==> src/rtl/tlp_tag_ctrl.sv <==
// Non-posted tag allocator: lowest-free-tag grants, completion retirement, unexpected-completion flagging.
// Optional per-tag completion timeout is compiled in when TLP_TAG_CPL_TIMEOUT_EN is defined.
module tlp_tag_ctrl #(
    parameter int NUM_TAGS       = 32,
    parameter int TIMEOUT_CYCLES = 1024
) (
    input  logic       clk,
    input  logic       rst,
    input  logic       alloc_req,
    output logic       alloc_gnt,
    output logic [9:0] alloc_tag,
    input  logic       cpl_valid,
    input  logic [9:0] cpl_tag,
    input  logic       cpl_last,
    output logic [8:0] free_cnt,
    output logic       err_unexp_cpl,
    output logic       timeout_valid,
    output logic [9:0] timeout_tag
);

    localparam int TW = $clog2(NUM_TAGS);

    logic [NUM_TAGS-1:0] busy;
    logic [NUM_TAGS-1:0] busy_nxt;
    logic [TW-1:0]       cpl_idx;
    logic [TW-1:0]       gnt_idx;
    logic                cpl_in_range;
    logic                cpl_hit;
    logic                gnt_found;
    logic                grant_now;
    logic [8:0]          busy_cnt;

    assign cpl_in_range = (cpl_tag < 10'(NUM_TAGS));
    assign cpl_idx      = cpl_tag[TW-1:0];
    assign cpl_hit      = cpl_valid && cpl_in_range && busy[cpl_idx];

    // Handshake: alloc_req is a level held by the requester; alloc_gnt pulses for one
    // cycle with alloc_tag, and is never followed by another grant in the next cycle.
    always_comb begin
        gnt_found = 1'b0;
        gnt_idx   = '0;
        for (int i = NUM_TAGS - 1; i >= 0; i--) begin
            if (!busy[i]) begin
                gnt_found = 1'b1;
                gnt_idx   = TW'(i);
            end
        end
    end

    assign grant_now = alloc_req && !alloc_gnt && gnt_found;

`ifdef TLP_TAG_CPL_TIMEOUT_EN
    localparam logic [15:0] TMO_MAX = 16'(TIMEOUT_CYCLES);

    logic [15:0]   tmo_cnt [NUM_TAGS];
    logic          exp_found;
    logic [TW-1:0] exp_idx;

    // A tag touched by any completion this cycle is not eligible to expire.
    always_comb begin
        exp_found = 1'b0;
        exp_idx   = '0;
        for (int i = NUM_TAGS - 1; i >= 0; i--) begin
            if (busy[i] && (tmo_cnt[i] == TMO_MAX) &&
                !(cpl_valid && cpl_in_range && (cpl_idx == TW'(i)))) begin
                exp_found = 1'b1;
                exp_idx   = TW'(i);
            end
        end
    end

    always_ff @(posedge clk or negedge rst) begin
        if (!rst) begin
            for (int i = 0; i < NUM_TAGS; i++) tmo_cnt[i] <= '0;
            timeout_valid <= 1'b0;
            timeout_tag   <= '0;
        end else begin
            for (int i = 0; i < NUM_TAGS; i++) begin
                if (!busy[i] || !busy_nxt[i] ||
                    (cpl_valid && cpl_in_range && (cpl_idx == TW'(i))))
                    tmo_cnt[i] <= '0;
                else if (tmo_cnt[i] != TMO_MAX)
                    tmo_cnt[i] <= tmo_cnt[i] + 16'd1;
            end
            timeout_valid <= exp_found;
            timeout_tag   <= exp_found ? 10'(exp_idx) : 10'd0;
        end
    end
`else
    assign timeout_valid = 1'b0;
    assign timeout_tag   = '0;
`endif

    // Grant is chosen from the registered busy vector, so same-cycle frees are not visible to it.
    always_comb begin
        busy_nxt = busy;
        if (cpl_hit && cpl_last) busy_nxt[cpl_idx] = 1'b0;
`ifdef TLP_TAG_CPL_TIMEOUT_EN
        if (exp_found) busy_nxt[exp_idx] = 1'b0;
`endif
        if (grant_now) busy_nxt[gnt_idx] = 1'b1;
        busy_cnt = '0;
        for (int i = 0; i < NUM_TAGS; i++) busy_cnt = busy_cnt + 9'(busy_nxt[i]);
    end

    always_ff @(posedge clk or negedge rst) begin
        if (!rst) begin
            busy          <= '0;
            alloc_gnt     <= 1'b0;
            alloc_tag     <= '0;
            free_cnt      <= 9'(NUM_TAGS);
            err_unexp_cpl <= 1'b0;
        end else begin
            busy          <= busy_nxt;
            alloc_gnt     <= grant_now;
            alloc_tag     <= grant_now ? 10'(gnt_idx) : 10'd0;
            free_cnt      <= 9'(NUM_TAGS) - busy_cnt;
            err_unexp_cpl <= cpl_valid && !cpl_hit;
        end
    end

endmodule

==> config.mk <==
export PLATFORM = sky130hd
export DESIGN_NAME = tlp_tag_ctrl
export DESIGN_NICKNAME = d
export VERILOG_FILES = /design/src/rtl/tlp_tag_ctrl.sv
export SDC_FILE = /design/constraint.sdc
export NUM_CORES = 1
export LEC_CHECK = 0
export CAP_MARGIN = 40
export CORE_MARGIN = 1.5
export CORE_UTILIZATION = 59
export CTS_BUF_LIST = sky130_fd_sc_hd__clkbuf_4
export DETAILED_ROUTE_END_ITERATION = 8
export PLACE_DENSITY = 0.84
export SETUP_SLACK_MARGIN = 0.4
export SLEW_MARGIN = 20
export SYNTH_ARGS = -nofsm -noshare
export SYNTH_HDL_FRONTEND = slang
export SYNTH_SLANG_ARGS = --single-unit
==> constraint.sdc <==
create_clock -name clk -period 9.1 [get_ports clk]
set_clock_uncertainty 0.15 [all_clocks]
set_input_delay 1.82 -clock clk [delete_from_list [all_inputs] [get_ports clk]]
set_output_delay 1.82 -clock clk [all_outputs]
set_load 0.05 [all_outputs]
Word level (Yosys, flattened, before mapping)

Index checks and enable logic that the tools add are counted.

Magnitude comparators: 5
$add $sub $neg: 32
Reduce and logical (&&, ||, !) cells: 10
Muxes and demuxes: 73
Bitwise operators: 3

Operator list:

| cell                  | number |
|---|---|
| $add A9 B1 Y9         | 23 |
| $mux W5               | 33 |
| $mux W32              | 2 |
| $mux W1               | 35 |
| $and A32 B32 Y32      | 1 |
| $not A32 Y32          | 1 |
| $or A32 B32 Y32       | 1 |
| $lt A5 B6 Y1 const B  | 2 |
| $demux W1 S5          | 2 |
| $ge A5 B1 Y1 const B  | 2 |
| $lt A10 B6 Y1 const B | 1 |
| $add A8 B1 Y9         | 1 |
| $sub A6 B9 Y9 const A | 1 |
| $add A7 B1 Y8         | 1 |
| $logic_and A1 B1 Y1   | 8 |
| $add A6 B1 Y7         | 1 |
| $add A5 B1 Y6         | 1 |
| $add A4 B1 Y5         | 1 |
| $bmux W1 S5           | 1 |
| $add A3 B1 Y4         | 1 |
| $add A2 B1 Y3         | 1 |
| $add A1 B1 Y2         | 1 |
| $logic_not A1 Y1      | 2 |

Input bits: 15
Register bits after elaboration: 48
Logic and storage cells: 128
Output and inout port bits: 32

Logic depth before layout (Yosys ltp)

Depth after elaboration: 70
Mapped depth: 30
Depth with buffers taken out: 27

Worst setup path after synthesis

OpenSTA, ideal clock, no wires.

Path type: in2reg
From: in cpl_tag[2]
To: reg free_cnt[7]
Arrival: 8.176 ns
Stages on the path: 25
Library setup time: 0.127 ns
Required time: 8.823 ns
Buffers on the path: 2
Slack: 0.647 ns
Path through: buf_2 nand3b_1 o22ai_1 nor3_1 o221a_2 or4b_4 buf_6 nor4_1 o22ai_1 fa_1 inv_1 ha_1 fa_1 inv_1 fa_1 fa_1 fa_1 inv_1 fa_1 fa_1 ha_1 inv_1 fa_1 inv_1 a21boi_0

Elaborated cells on any way between the ends: 48
Classes of those cells: 32 x add/sub; 3 x order compare; 6 x mux; 3 x bitwise; 4 x reduce/logical

RTL lines:

| element                                                                   | RTL line | RTL |
|---|---|---|
| start, declared                                                           | 13       | `input logic [9:0] cpl_tag,` |
| $lt A5 B6 Y1 (not written as such) / $ge A5 B1 Y1 (equally long branches) | 97       | `if (cpl_hit && cpl_last) busy_nxt[cpl_idx] = 1'b0;` |
| $logic_and A1 B1 Y1 (not written as such)                                 | 97       |  |
| $mux W1 (not written as such)                                             | 97       |  |
| $demux W1 S5                                                              | 97       |  |
| $not A32 Y32 (no line)                                                    | -        |  |
| $and A32 B32 Y32 (no line)                                                | -        |  |
| $mux W32 *                                                                | 97       |  |
| $or A32 B32 Y32 (no line)                                                 | -        |  |
| $mux W32 *                                                                | 101      | `if (grant_now) busy_nxt[gnt_idx] = 1'b1;` |
| named net busy_nxt[4]                                                     | 24       | `logic [NUM_TAGS-1:0] busy_nxt;` |
| $add A4 B1 Y5 *                                                           | 103      | `for (int i = 0; i < NUM_TAGS; i++) busy_cnt = busy_cnt + 9'(busy_nxt[i]);` |
| $add A5 B1 Y6 *                                                           | 103      |  |
| $add A6 B1 Y7 *                                                           | 103      |  |
| $add A7 B1 Y8 *                                                           | 103      |  |
| $add A8 B1 Y9 *                                                           | 103      |  |
| $add A9 B1 Y9 * (23 in series)                                            | 103      |  |
| $sub A6 B9 Y9 *                                                           | 117      | `free_cnt <= 9'(NUM_TAGS) - busy_cnt;` |
| end signal, assigned                                                      | 111      | `free_cnt <= 9'(NUM_TAGS);` |
| end signal, assigned                                                      | 117      |  |
| end, declared                                                             | 15       | `output logic [8:0] free_cnt,` |

The timed path passes the listed nets; every way through them passes the cells marked *. The select of a mux whose other input is x is not followed.

Worst setup path in the final report

From: in cpl_tag[2]
To: reg free_cnt[5]

Same word-level chain as after synthesis.

==> qor.yml <==
global_routing:
  grt_pass1_wl_um: 17600
  grt.total_usage_pct: 32.4
  grt_pass1_vias: 3383
  antenna_found_initial: 0
  grt_max_degree: 26
  grt_overflow: 0
finish:
  final_area_um2: 4600
  final_cell_count_no_fill: 537
  nets: 531
  antenna_cells: 0
  area_growth_pct: 15.2
  drive_gt1_share_pct: 13.3
timing:
  period_share_pct: 92.8
  worst_slew_pin_slew_ps: 893
  min_period_ps: 8450
  setup_viol: 0
  rsz0062_at_grt: "false"
  slew_violations: 0
  hold_violations: 0
  max_slew_margin_pct: 40.2
  clock.fmax_ghz: 0.118
critical_path:
  path_cells: "dlygate4sd2_1, or3b_4, o22ai_2, nor3_1, o221a_2, or4b_4, nor4_4, o22ai_2, fa_1, inv_1, ha_1, fa_1, inv_1, fa_1, fa_1, inv_1, fa_1, fa_1, fa_1, ha_1, inv_1, fa_1, xnor2_1"
  r2r_cells: 22
  worstSetupStartpointType: "input pin"
  crit_path_end_kind: "flop"
  crit_top_cell: "fa_1"
  cp_max_fo: 7
  arrival_ps: 8610
  crit_type: "input pin to flop"
  required_ps: 9260
  critical-path-max-stage-delay_ps: 560
  cpMaxStageDelayCell: "fa_1"
drt:
  final_antenna_net_count: 0
  drt_iter0_drc: 319
  first_pass_iters: 8
  wire_per_inst_um: 20.9
  vias: 3458
  totalWireLength_um: 11200
  drc: 6
  via_per_inst: 6.44
place:
  port_buffers: 30
  dp_hpwl_um: 8940
  place_congestion: 0.968
  placed_cells: 527
  place_area_um2: 4470
cts:
  htreeDepth: 2
  cts_buffer_depth: 2
  worstSkewPairLatency_ps: 370
  cts_tree: "built"
  clkTransAtPathRegs_ps: 140
  cts_made_buffers: 5
  cts_sinks: 48
  root_buffer: "clkbuf_4"
floorplanning:
  dieArea_um2: 7270
  die_y_um: 85.3
  design.core.area_um2: 6460
  rows: 29
  die_w_um: 85.3
  initial_utilization_pct: 61.8
  ioPinCount: 47
synth:
  synth-edff-count: 0
  syn_avg_cell_area_um2: 9.79
  async_flop_share_pct: 100
  synth.cell_area_um2: 3990
  synth_cells: 408
  synth_sequential_area_ratio_pct: 30.1
  ys_ff_latch: 48
  synth_cell_types: 61
  synth.area.top_cells: "dfrtp_1 29%, fa_1 13%, ha_1 9.4%"
  ys.flop_type: "dfrtp_1"
  yosysTopAreaCell: "dfrtp_1"
  netlist.area_leader.share_pct: 29.4
  ys_warn_count: 0
run:
  max-cap-violations: 0
outcome:
  status: "finished with violations"
  violations: "DRC"
worst_hold_path:
  min_path_cells: 2
  holdCritPathClass: "flop to flop"
[logic make-up after synthesis]
| family | Yosys count | share of synthesized area [%] |
|---|---|---|
| adder cells (fa/ha/maj) | 56 | 22.4 |
| buffers and inverters | 82 | 9.99 |
| other | 1 | 0.0939 |
| XOR/XNOR | 2 | 0.439 |
| AO/OA/AOI/OAI | 99 | 18.7 |
| flip-flops | 48 | 30.1 |
| AND/OR/NAND/NOR | 105 | 14.2 |
| multiplexers | 15 | 4.07 |
[sequential cells by signal, indices dropped and copies added, names as in the netlist]
| signal | flops |
|---|---|
| err_unexp_cpl | 1 |
| alloc_tag | 5 |
| free_cnt | 9 |
| busy | 32 |
| alloc_gnt | 1 |
[layer usage]
metal	vias up	share of wire [%]	global-route usage [%]
li1	1542	-	-
met1	1708	40	44.0
met2	177	47	50.4
met3	31	9.0	4.57
met4	0	3.9	18.0
met5	-	0	0
[cell usage after synthesis, types with 9 or more instances]
| master | n |
|---|---|
| mux2i_1 | 14 |
| nor2_1 | 13 |
| inv_1 | 50 |
| buf_4 | 16 |
| dfrtp_1 | 47 |
| nor3_1 | 9 |
| nand3_1 | 21 |
| o2bb2ai_1 | 17 |
| nand2_1 | 24 |
| o21ai_0 | 13 |
| fa_1 | 26 |
| ha_1 | 30 |
[worst paths after layout]
| kind | to | slack [ps] | from |
|---|---|---|---|
| min | alloc_tag[4] | 440 | alloc_gnt |
| max in group asynchronous | busy[16] | 7010 | rst |
| min in group asynchronous | busy[31] | 1250 | rst |
| max | free_cnt[5] | 650 | cpl_tag[2] |
| max reg2reg | free_cnt[5] | 1470 | busy[1] |
| min reg2reg | alloc_tag[4] | 440 | alloc_gnt |
[cells in the final DEF, fill, tap and decap left out, types with 3 or more instances in the layout]
cell type         n
inv_1            50
dfrtp_1          47
ha_1             30
buf_4            28
fa_1             26
clkdlybuf4s50_1  25
nand2_1          24
nand3_1          21
o2bb2ai_1        17
conb_1           16
mux2i_1          14
o21ai_0          12
nor2_1           12
nor3_1            9
nand4_1           8
o21a_1            8
o22ai_1           6
o21ai_1           6
a2bb2oi_1         6
nand2b_1          5
a31oi_1           5
o31ai_1           5
clkbuf_4          5
nand3b_1          4
o31ai_2           4
o41ai_1           4
nor2b_1           3
a21boi_0          3
or3_1             3
[per-stage QoR]
stage / setup TNS (ps) / hold slack [ps] / setup WS (ps) / util (%)
2_1_floorplan: 0 / 369 / 647 / -
3_3_place_gp: -106 / 422 / -48.5 / 68.9
3_5_place_dp: -503 / 423 / -148 / 69.2
4_1_cts: 0 / 445 / 478 / 70.4
5_1_grt: 0 / 481 / 393 / 71.2
6_report: 0 / 444 / 651 / 71.2
[critical path: cells and delay by family]
family	cells	cell delay (ps)
xor gates and xnor gates	1	170
adders and majority gates	10	4260
and+or+nand+nor	4	1190
buffers and inverters	5	510
AOI/OAI and AO/OA	3	640
[repair_timing]
item / in CTS / in global routing
setup buffers: 1 / 1
setup endpoints to repair: 5 / 5
gates cloned: 0 / 1
resized for setup: 7 / 11
pin swaps: 1 / 3
hold buffers: 0 / 0
[area by class of cell]
class	count	area, um^2
Multi-Input combinational cell	293	2500
Timing Repair Buffer	61	562
Tap cell	77	96.3
Clock inverter	2	12.5
Clock buffer	5	37.5
Inverter	51	191
Fill cell	503	1860
Sequential cell	48	1200
Power is not shown: default switching activity piles up to over one toggle a cycle in this logic, so the estimate is an artifact.
